<file path="src/rtl/sym_sync_pkg.sv">
// Shared constants and helpers for the symbol-timing interpolator.
// Holds default widths, mu constants, saturation and mu clamp.
package sym_sync_pkg;

  localparam int DATA_WIDTH_DEF = 16;
  localparam int DEC_WIDTH_DEF  = 14;
  localparam int OUT_WIDTH_DEF  = 16;

  localparam int ONE        = 1 << DEC_WIDTH_DEF;
  localparam int ROUND_HALF = 1 << (DEC_WIDTH_DEF - 1);
  localparam int COEF_WIDTH = DATA_WIDTH_DEF + 2;

  // Clip a signed value into the range of a w-bit signed word.
  function automatic logic signed [63:0] sat_to_width(
    input logic signed [63:0] v,
    input int                 w
  );
    logic signed [63:0] hi;
    logic signed [63:0] lo;
    hi = (64'sd1 <<< (w - 1)) - 64'sd1;
    lo = -hi - 64'sd1;
    if (v > hi) begin
      return hi;
    end else if (v < lo) begin
      return lo;
    end else begin
      return v;
    end
  endfunction

  // Restrict mu to [0, ONE-1] for a given number of fraction bits.
  function automatic logic signed [63:0] clamp_mu(
    input logic signed [63:0] u,
    input int                 dec
  );
    logic signed [63:0] one;
    one = 64'sd1 <<< dec;
    if (u < 64'sd0) begin
      return 64'sd0;
    end else if (u >= one) begin
      return one - 64'sd1;
    end else begin
      return u;
    end
  endfunction

endpackage

</file>
<file path="src/rtl/farrow_interpolator_if.sv">
// Sample/strobe input bundle and interpolated symbol output bundle.
// master: drives samples, mk, uk; slave: drives out_valid/out_i/out_q.
interface farrow_interpolator_if
  import sym_sync_pkg::*;
#(
  parameter int DATA_WIDTH = DATA_WIDTH_DEF,
  parameter int OUT_WIDTH  = OUT_WIDTH_DEF
);

  logic                         data_ready;
  logic signed [DATA_WIDTH-1:0] in_i;
  logic signed [DATA_WIDTH-1:0] in_q;
  logic                         mk;
  logic signed [DATA_WIDTH-1:0] uk;
  logic                         out_valid;
  logic signed [OUT_WIDTH-1:0]  out_i;
  logic signed [OUT_WIDTH-1:0]  out_q;

  modport master (
    output data_ready, in_i, in_q, mk, uk,
    input  out_valid, out_i, out_q
  );

  modport slave (
    input  data_ready, in_i, in_q, mk, uk,
    output out_valid, out_i, out_q
  );

endinterface

</file>
<file path="src/rtl/farrow_channel.sv">
// One channel: 4-tap line plus coefficient / Horner pipeline.
// Ports: clk, rst, shift_i, d_i, mu1_i, mu2_i, en_i -> y_o.
module farrow_channel
  import sym_sync_pkg::*;
#(
  parameter int DATA_WIDTH = DATA_WIDTH_DEF,
  parameter int DEC_WIDTH  = DEC_WIDTH_DEF,
  parameter int OUT_WIDTH  = OUT_WIDTH_DEF
) (
  input  logic                         clk,
  input  logic                         rst,
  input  logic                         shift_i,
  input  logic signed [DATA_WIDTH-1:0] d_i,
  input  logic signed [DATA_WIDTH-1:0] mu1_i,
  input  logic signed [DATA_WIDTH-1:0] mu2_i,
  input  logic                         en_i,
  output logic signed [OUT_WIDTH-1:0]  y_o
);

  localparam int CW  = DATA_WIDTH + 2;
  localparam int XW  = CW + 1;
  localparam int TW  = CW + 2;
  localparam int P2W = CW + DATA_WIDTH;
  localparam int P3W = TW + DATA_WIDTH;
  localparam logic signed [P3W-1:0] RH =
    P3W'(1) <<< (DEC_WIDTH - 1);

  logic signed [DATA_WIDTH-1:0] tap_q [4];
  logic signed [DATA_WIDTH-1:0] tap_d [4];
  logic signed [CW-1:0]         c2_q, c2_d;
  logic signed [CW-1:0]         c1_q, c1_d;
  logic signed [DATA_WIDTH-1:0] c0_q, c0_d;
  logic signed [TW-1:0]         t_q, t_d;
  logic signed [TW-1:0]         c0e_q, c0e_d;
  logic signed [OUT_WIDTH-1:0]  y_q, y_d;

  logic signed [XW-1:0]  e0, e1, e2, e3;
  logic signed [XW-1:0]  s1, s2;
  logic signed [P2W-1:0] p2;
  logic signed [P3W-1:0] p3, y_w;
  logic signed [OUT_WIDTH-1:0] y_sat;

  always_comb begin
    tap_d = tap_q;
    if (shift_i) begin
      tap_d[0] = d_i;
      tap_d[1] = tap_q[0];
      tap_d[2] = tap_q[1];
      tap_d[3] = tap_q[2];
    end

    // E1: parabolic coefficients from the post-shift taps
    e0 = XW'(tap_q[0]);
    e1 = XW'(tap_q[1]);
    e2 = XW'(tap_q[2]);
    e3 = XW'(tap_q[3]);
    s2 = e0 - e1 - e2 + e3;
    s1 = (e1 <<< 1) + e1 - e0 - e2 - e3;
    c2_d = CW'(s2 >>> 1);
    c1_d = CW'(s1 >>> 1);
    c0_d = tap_q[2];

    // E2: inner Horner step, truncating
    p2    = P2W'(c2_q) * P2W'(mu1_i);
    t_d   = TW'(c1_q) + TW'(p2 >>> DEC_WIDTH);
    c0e_d = TW'(c0_q);

    // E3: outer Horner step, round half up
    p3    = P3W'(t_q) * P3W'(mu2_i) + RH;
    y_w   = P3W'(c0e_q) + (p3 >>> DEC_WIDTH);
    y_sat = OUT_WIDTH'(sat_to_width(64'(y_w), OUT_WIDTH));
    y_d   = en_i ? y_sat : y_q;
  end

  always_ff @(posedge clk or posedge rst) begin
    if (rst) begin
      for (int k = 0; k < 4; k++) tap_q[k] <= '0;
      c2_q  <= '0;
      c1_q  <= '0;
      c0_q  <= '0;
      t_q   <= '0;
      c0e_q <= '0;
      y_q   <= '0;
    end else begin
      tap_q <= tap_d;
      c2_q  <= c2_d;
      c1_q  <= c1_d;
      c0_q  <= c0_d;
      t_q   <= t_d;
      c0e_q <= c0e_d;
      y_q   <= y_d;
    end
  end

  assign y_o = y_q;

endmodule

</file>
<file path="src/rtl/farrow_interpolator.sv">
// Piecewise-parabolic Farrow interpolator, one I/Q symbol per strobe.
// Ports: clk, rst, bus (slave: samples/mk/uk in, out_valid/out_i/out_q).
module farrow_interpolator
  import sym_sync_pkg::*;
#(
  parameter int DATA_WIDTH = DATA_WIDTH_DEF,
  parameter int DEC_WIDTH  = DEC_WIDTH_DEF,
  parameter int OUT_WIDTH  = OUT_WIDTH_DEF
) (
  input  logic clk,
  input  logic rst,
  farrow_interpolator_if.slave bus
);

  logic [2:0]                   fill_q, fill_d;
  logic                         stb;
  logic signed [DATA_WIDTH-1:0] mu0_q, mu0_d;
  logic signed [DATA_WIDTH-1:0] mu1_q, mu2_q;
  logic [2:0]                   vld_q;
  logic                         ov_q;

  always_comb begin
    // fill count before this sample; 3 means 4 taps valid after shift
    stb = bus.data_ready & bus.mk & (fill_q >= 3'd3);
    fill_d = fill_q;
    if (bus.data_ready && fill_q != 3'd4) begin
      fill_d = fill_q + 3'd1;
    end
    mu0_d = mu0_q;
    if (stb) begin
      mu0_d = DATA_WIDTH'(clamp_mu(64'(bus.uk), DEC_WIDTH));
    end
  end

  always_ff @(posedge clk or posedge rst) begin
    if (rst) begin
      fill_q <= '0;
      mu0_q  <= '0;
      mu1_q  <= '0;
      mu2_q  <= '0;
      vld_q  <= '0;
      ov_q   <= 1'b0;
    end else begin
      fill_q <= fill_d;
      mu0_q  <= mu0_d;
      mu1_q  <= mu0_q;
      mu2_q  <= mu1_q;
      vld_q  <= {vld_q[1:0], stb};
      ov_q   <= vld_q[2];
    end
  end

  farrow_channel #(
    .DATA_WIDTH(DATA_WIDTH),
    .DEC_WIDTH (DEC_WIDTH),
    .OUT_WIDTH (OUT_WIDTH)
  ) u_ch_i (
    .clk    (clk),
    .rst    (rst),
    .shift_i(bus.data_ready),
    .d_i    (bus.in_i),
    .mu1_i  (mu1_q),
    .mu2_i  (mu2_q),
    .en_i   (vld_q[2]),
    .y_o    (bus.out_i)
  );

  farrow_channel #(
    .DATA_WIDTH(DATA_WIDTH),
    .DEC_WIDTH (DEC_WIDTH),
    .OUT_WIDTH (OUT_WIDTH)
  ) u_ch_q (
    .clk    (clk),
    .rst    (rst),
    .shift_i(bus.data_ready),
    .d_i    (bus.in_q),
    .mu1_i  (mu1_q),
    .mu2_i  (mu2_q),
    .en_i   (vld_q[2]),
    .y_o    (bus.out_q)
  );

  assign bus.out_valid = ov_q;

endmodule

</file>
<file path="src/flat_wrapper.sv">
// flat-port wrapper written by rule: the top's interface ports become plain ports
module farrow_interpolator_flat import sym_sync_pkg::*;
#(
  parameter int DATA_WIDTH = DATA_WIDTH_DEF,
  parameter int DEC_WIDTH  = DEC_WIDTH_DEF,
  parameter int OUT_WIDTH  = OUT_WIDTH_DEF
)
  (clk, rst, bus_data_ready, bus_in_i, bus_in_q, bus_mk, bus_uk, bus_out_valid, bus_out_i, bus_out_q);
  farrow_interpolator_if #(.DATA_WIDTH(DATA_WIDTH), .OUT_WIDTH(OUT_WIDTH)) bus_i ();
  input  logic clk;
  input  logic rst;
  input wire logic [$bits(bus_i.data_ready)-1:0] bus_data_ready;
  input wire logic [$bits(bus_i.in_i)-1:0] bus_in_i;
  input wire logic [$bits(bus_i.in_q)-1:0] bus_in_q;
  input wire logic [$bits(bus_i.mk)-1:0] bus_mk;
  input wire logic [$bits(bus_i.uk)-1:0] bus_uk;
  output wire logic [$bits(bus_i.out_valid)-1:0] bus_out_valid;
  output wire logic [$bits(bus_i.out_i)-1:0] bus_out_i;
  output wire logic [$bits(bus_i.out_q)-1:0] bus_out_q;
  assign bus_i.data_ready = bus_data_ready;
  assign bus_i.in_i = bus_in_i;
  assign bus_i.in_q = bus_in_q;
  assign bus_i.mk = bus_mk;
  assign bus_i.uk = bus_uk;
  assign bus_out_valid = bus_i.out_valid;
  assign bus_out_i = bus_i.out_i;
  assign bus_out_q = bus_i.out_q;
  farrow_interpolator #(.DATA_WIDTH(DATA_WIDTH), .DEC_WIDTH(DEC_WIDTH), .OUT_WIDTH(OUT_WIDTH)) u_core (.clk(clk), .rst(rst), .bus(bus_i));
endmodule
</file>
<file path="config.mk">
export PLATFORM = sky130hd
export DESIGN_NAME = farrow_interpolator_flat
export DESIGN_NICKNAME = d
export VERILOG_FILES = /design/src/rtl/sym_sync_pkg.sv /design/src/rtl/farrow_interpolator_if.sv /design/src/rtl/farrow_channel.sv /design/src/rtl/farrow_interpolator.sv /design/src/flat_wrapper.sv
export SDC_FILE = /design/constraint.sdc
export NUM_CORES = 2
export LEC_CHECK = 0
export ABC_AREA = 1
export CORE_UTILIZATION = 45
export DETAILED_ROUTE_END_ITERATION = 8
export PLACE_DENSITY_LB_ADDON = 0.15
export SYNTH_ARGS = -nofsm -noshare
export SYNTH_HDL_FRONTEND = slang
export SYNTH_HIERARCHICAL = 1
export SYNTH_SLANG_ARGS = --single-unit
</file>
<file path="constraint.sdc">
create_clock -name clk -period 12.1 [get_ports clk]
set_input_delay 3.63 -clock clk [delete_from_list [all_inputs] [get_ports clk]]
set_output_delay 3.63 -clock clk [all_outputs]
set_load 0.005 [all_outputs]
</file>
==> Word-level counts from Yosys, hierarchy flattened <==
Cells that the tools add are included.
{ "totals": {"reg_bits": 391, "input_bits": 52, "elab_cells": 68} }
{ "classes": {"n_addsub": 21, "multipliers": 4, "order_cmp": 7, "eq_ne": 1, "mux": 6, "bitwise_logic": 2, "n_reduce_logical": 1} }
{ "op_table": {"columns": ["cell", "count"], "rows": [
  ["two-way mux 16 bit", 6],
  ["subtractor 19 x 16 -> 19 bit", 4],
  ["adder 36 x 15 -> 36 bit, second input constant", 2],
  ["multiplier 20 x 16 -> 36 bit", 2],
  ["multiplier 18 x 16 -> 34 bit", 2],
  ["adder 16 x 22 -> 23 bit", 2],
  ["greater-than comparator 23 x 16 -> 1 bit, second input constant", 2],
  ["< comparator 23 x 16 -> 1 bit, second input constant", 2],
  ["adder 18 x 20 -> 20 bit", 2],
  ["adder 18 x 16 -> 19 bit", 2],
  ["subtractor 18 x 16 -> 19 bit", 2],
  ["adder 17 x 16 -> 18 bit", 2],
  ["subtractor 17 x 16 -> 18 bit", 2],
  ["subtractor 16 x 16 -> 17 bit", 2],
  ["greater-or-equal comparator 16 bit, second input constant", 1],
  ["< comparator 16 x 1 -> 1 bit, second input constant", 1],
  ["adder 3 x 1 -> 3 bit, second input constant", 1],
  ["greater-or-equal comparator 3 x 2 -> 1 bit, second input constant", 1],
  ["inequality test 3 bit, second input constant", 1],
  ["bitwise AND 1 bit", 2],
  ["logical AND 1 bit", 1]
]} }

==> Longest topological paths before layout <==
{ "depth": {"depth_word": 6, "depth_mapped": 47, "depth_no_buf": 44} }

==> Cells and area by module <==
Netlist, hierarchy kept.
{ "modules_own_cells": {"columns": ["module", "instances", "cells_per_inst", "area_each_um2", "seq_area_each_um2"], "rows": [
  ["farrow_channel (u_core.u_ch_q)", 1, 4244, 34700.8, 4204.0],
  ["farrow_channel (u_core.u_ch_i)", 1, 4207, 34391.7, 4204.0],
  ["farrow_interpolator", 1, 151, 1754.2, 1301.2]
]} }

==> Least setup slack after synthesis <==
OpenSTA, ideal clock, no wires.
{ "synth_timing": {"path_type": "flip-flop to flip-flop", "start": "register u_core.mu2_q[2]", "end": "register u_core.u_ch_i.y_q[0] (netlist: u_core/u_ch_i/y_o[0])", "setup_ns": 0.116, "t_arrival_ns": 7.010, "required_ns": 11.984, "slack_ns": 4.974, "path_stages_with_launch": 37, "cell_sequence": "dfrtp_1 -> clkbuf_1 -> nand2_1 -> inv_1 -> fa_1 -> fa_1 -> fa_1 -> fa_1 -> fa_1 -> inv_1 -> fa_1 -> inv_1 -> ha_1 -> a21oi_1 -> o21ai_0 -> a21oi_1 -> o21ai_0 -> a31oi_1 -> nand2_1 -> nand2_1 -> nand2_1 -> ha_1 -> nand2_1 -> inv_1 -> nand2_1 -> nand2_1 -> a21oi_1 -> nand4_1 -> nand2_1 -> nand3_1 -> nor2_1 -> nand2_1 -> nand2_2 -> buf_6 -> nand2_1 -> nand2_1 -> nand2_1"} }
{ "synth_between": {"elab_chain_len": 6, "elab_cells_between_ends": 7, "cone_classes": "add/sub (2); mul (1); order compare (2); mux (2)"} }
{ "synth_rtl": {"columns": ["element", "line", "source"], "rows": [
  ["start, declared", "farrow_interpolator.sv:18", "logic signed [DATA_WIDTH-1:0] mu1_q, mu2_q;"],
  ["start signal, assigned", "farrow_interpolator.sv:47", "mu2_q <= mu1_q;"],
  ["multiplier 20 x 16 -> 36 bit *", "farrow_channel.sv:69", "p3 = P3W'(t_q) * P3W'(mu2_i) + RH;"],
  ["adder 36 x 15 -> 36 bit *", "farrow_channel.sv:69", null],
  ["adder 16 x 22 -> 23 bit *", "farrow_channel.sv:70", "y_w = P3W'(c0e_q) + (p3 >>> DEC_WIDTH);"],
  ["< comparator 23 x 16 -> 1 bit", "sym_sync_pkg.sv:24", "end else if (v < lo) begin"],
  ["two-way mux 16 bit", "sym_sync_pkg.sv:24", null],
  ["two-way mux 16 bit *", "sym_sync_pkg.sv:22", "if (v > hi) begin"],
  ["end signal, assigned", "farrow_channel.sv:91", "y_q <= y_d;"],
  ["end, declared", "farrow_channel.sv:35", "logic signed [OUT_WIDTH-1:0] y_q, y_d;"]
]} }
Every way passes the cells marked *; elsewhere a longest branch is shown, timed or not.
A chain may end at the register's enable or synchronous reset.

==> Final worst setup path <==
{ "layout_timing": {"start": "register u_core.mu2_q[4]", "end": "register u_core.u_ch_q.y_q[11] (netlist: u_core/u_ch_q/y_o[11])"} }
{ "layout_between": {"elab_chain_len": 6, "elab_cells_between_ends": 7, "cone_classes": "add/sub (2); mul (1); order compare (2); mux (2)"} }
{ "layout_rtl": {"columns": ["element", "line"], "rows": [
  ["multiplier 20 x 16 -> 36 bit *", "farrow_channel.sv:69"],
  ["adder 36 x 15 -> 36 bit *", "farrow_channel.sv:69"],
  ["adder 16 x 22 -> 23 bit *", "farrow_channel.sv:70"],
  ["< comparator 23 x 16 -> 1 bit", "sym_sync_pkg.sv:24"],
  ["two-way mux 16 bit", "sym_sync_pkg.sv:24"],
  ["two-way mux 16 bit *", "sym_sync_pkg.sv:22"],
  ["end signal, assigned", "farrow_channel.sv:91"],
  ["end, declared", "farrow_channel.sv:35"]
]} }
Marked as above.

==> metrics.md <==
| Metric | Value |
|---|---|
| Netlist cell types | `between 50 and 60` |
| DRT antenna net count | `0` |
| Final #Nets | `between 10,000 and 15,000` |
| Post-synth EDFFs | `0` |
| Hold buffer count at cts | `0` |
| Area contributors post-synth | `fa_1 39%, dfrtp_1 14%, inv_1 12%` |
| F_max | `around 0.11 GHz` |
| Drt total wl | `around 200,000 um` |
| Clk sinks | `388` |
| Area growth syn-to-layout | `6.38%` |
| DR vias/cell | `around 5` |
| Max Cap Viol | `0` |
| Postcts setup bufs | `0` |
| Initial antenna violation count | `23` |
| Vias in the first global route | `roughly 57,000` |
| CTS H-Tree Depth | `2` |
| Relative slew slack | `between 20% and 30%` |
| CP endpoint kind | `register` |
| Total negative slack | `0 ps` |
| Ports | `between 80 and 90` |
| Clock transition at the registers of the reported paths | `approximately 60 ps` |
| Final period utilization | `between 70 and 80%` |
| CP Max Fanout | `21` |
| PortBufs | `84` |
| CTS Root Cell | `clkbuf_16` |
| Area leader, netlist | `fa_1` |
| Crit path arrival time | `~9600 ps` |
| Worst-Skew Late Latency | `~650 ps` |
| Setup violations, final | `0` |
| Fin. Hold Viols | `0` |
| Die width | `399 um` |
| Tightest Pin Transition | `1060 ps` |
| Die Y | `between 300 and 400 um` |
| RSZ-0062 raised after global routing | `no` |
| Max-slew violations | `0` |
| Hpwl dp | `165,000 um` |
| Crit path top cell by count | `nand2_1` |
| Worst Clk Skew | `a little under 30 ps` |
| Yosys warnings | `6` |
| Die area | `159,000 um2` |
| Top-area cell type share of the netlist area | `between 30 and 40%` |
| Final min period | `9010 ps` |
| Post-cts repair resize count | `0` |
| Max stage delay on crit path | `slightly above 900 ps` |
| Slowest CP cell | `dfrtp_1` |
| Initial DRC Count | `between 3,000 and 4,000` |
| Core area | `around 160,000 um2` |
| Drt pass-1 iters | `6` |
| Routability cong. | `about 0.9` |
| Global-route wire length before repair | `approximately 320,000 um` |
| Mapped cell area | `around 71,000 um2` |
| Critical setup path kind | `reg -> reg` |
| Initial core utilization | `approximately 45%` |
| Fraction of registers with async set/reset | `100%` |
| Commonest non-fill, non-tap cell in the layout | `inv_1` |
| Flops & latches, synth | `a little under 400` |
| WL/cell | `~19 um` |
| Max Root-Sink Buffers | `3` |
| Avg Cell Area, Syn | `roughly 8.2 um2` |
| Grt ovf | `0` |
| Most used DFF post-synth | `dfrtp_1` |
| Mapped Cells | `around 8,600` |
| Outcome | `completed` |
| Largest net degree at the start of global routing | `100` |
| Req. time, crit path | `about 13,000 ps` |
| Number of buffers created by CTS | `50` |
| Rows | `roughly 150` |
| CP Launch Type | `register` |
| CTS tree | `yes` |
| Filler instances | `between 15,000 and 20,000` |
| Layout cells sized above 1 | `roughly 3.7%` |
| GRT Util Overall | `26.5%` |
| Via Count | `approximately 53,000` |
| Hold crit path type | `reg -> reg` |
| Most frequent cells in the layout | `2,337 x inv_1, 2,087 x nand2_1, 1,378 x fa_1, 505 x ha_1, 387 x dfrtp_1` |
| Post-synthesis sequential area ratio | `~14%` |
| Residual DRC | `0` |
-- stage by stage --
step	utilization (%)	hold WS (ps)	cell area (um2)	setup WS, ps	cells
CTS	48.2	347	75300	3190	10600
global placement	47.2	331	73700	3240	10500
global route	48.2	349	75400	2570	10600
floorplan	-	331	70900	3920	8605
finish	48.2	346	75400	3090	10600
detailed placement	47.2	335	73700	3230	10500
-- worst paths after layout --
check,start,to,slack (ps),cells after the start
min,u_core/u_ch_i/c0_q[0],u_core/u_ch_i/c0e_q[0],350,0
min reg2reg,u_core/u_ch_i/c0_q[0],u_core/u_ch_i/c0e_q[0],350,0
max,u_core/mu2_q[4],u_core/u_ch_q/y_o[11],3090,37
min in group asynchronous,rst,u_core/bus.out_valid,3510,2
max reg2reg,u_core/mu2_q[4],u_core/u_ch_q/y_o[11],3090,37
max in group asynchronous,rst,u_core/u_ch_i/e0[4],6790,4
-- metal layers --
metal | wire length [um] | global-route usage, % | part of all wire [%] | vias up
li1 | - | - | - | 24800
met1 | 91100 | 37.7 | 45 | 26800
met2 | 93400 | 42.7 | 46 | 1450
met3 | 11300 | 2.74 | 5.6 | 280
met4 | 6420 | 7.71 | 3.2 | 2
met5 | 13 | 0 | 0.0064 | -
-- synth_stat cells (8+ instances only) --
cell,instances
inv_1,2340
nand2_1,2087
fa_1,1378
ha_1,505
dfrtp_1,388
a21oi_1,324
nor2_1,318
clkbuf_1,239
o21ai_0,220
xor2_1,147
nand3_1,127
xnor2_1,95
nand4_1,51
or2_2,50
nand2_2,40
nor3_1,37
mux2_2,30
a31oi_1,28
a21o_1,21
nor2_2,18
o21bai_1,18
buf_1,10
nand3_2,10
o21a_1,10
a221oi_1,9
o211ai_1,9
a211oi_1,8
buf_2,8
-- critical path: cells and delay by family, from the launching register on --
| kind | cells | cell delay [ps] |
|---|---|---|
| and+or+nand+nor | 19 | 2010 |
| xor gates and xnor gates | 1 | 690 |
| buffers and inverters | 7 | 990 |
| AOI/OAI and AO/OA | 2 | 500 |
| adders and majority gates | 8 | 3790 |
| DFF | 1 | 930 |
-- kinds of logic after synthesis --
kind of cell	Yosys count	share of synthesized area [%]
other	1	0.00529
and+or+nand+nor	2763	15.7
adders and majority gates	1883	47.9
AOI/OAI and AO/OA	676	5.22
muxes	30	0.477
buffers and inverters	2619	14.0
xor gates and xnor gates	242	2.99
DFF	388	13.7
-- sequential cells by signal, indices dropped and copies added (netlist names), 15 cells and up --
signal               flops
u_core/u_ch_q/e1        16
u_core/u_ch_i/y_o       16
u_core/u_ch_q/c0_d      16
u_core/u_ch_q/e3        16
u_core/u_ch_q/t_q       20
u_core/u_ch_i/c0e_q     16
u_core/mu0_q            15
u_core/u_ch_i/t_q       20
u_core/mu2_q            15
u_core/u_ch_q/c0_q      16
u_core/u_ch_q/e0        16
u_core/u_ch_i/e0        16
u_core/u_ch_i/c0_d      16
u_core/mu1_q            15
u_core/u_ch_q/c1_q      18
u_core/u_ch_i/c0_q      16
u_core/u_ch_i/e1        16
u_core/u_ch_q/c2_q      18
u_core/u_ch_q/y_o       16
u_core/u_ch_i/c2_q      18
u_core/u_ch_i/c1_q      18
u_core/u_ch_i/e3        16
u_core/u_ch_q/c0e_q     16
-- cell type report --
type | count | area (um2) | share of cell area (%)
Tap cell | 2058 | 2570 | 3.42
Timing Repair Buffer | 151 | 1350 | 1.78
Antenna cell | 8 | 20.0 | 0.0266
Inverter | 2349 | 8830 | 11.7
Clock buffer | 63 | 1350 | 1.79
Sequential cell | 388 | 9710 | 12.9
Multi-Input combinational cell | 5598 | 51200 | 68.0
Clock inverter | 27 | 312 | 0.413
Power is left out: the tool's default activity adds up to more than one toggle a clock period on the data nets, which glitch-free logic cannot reach.
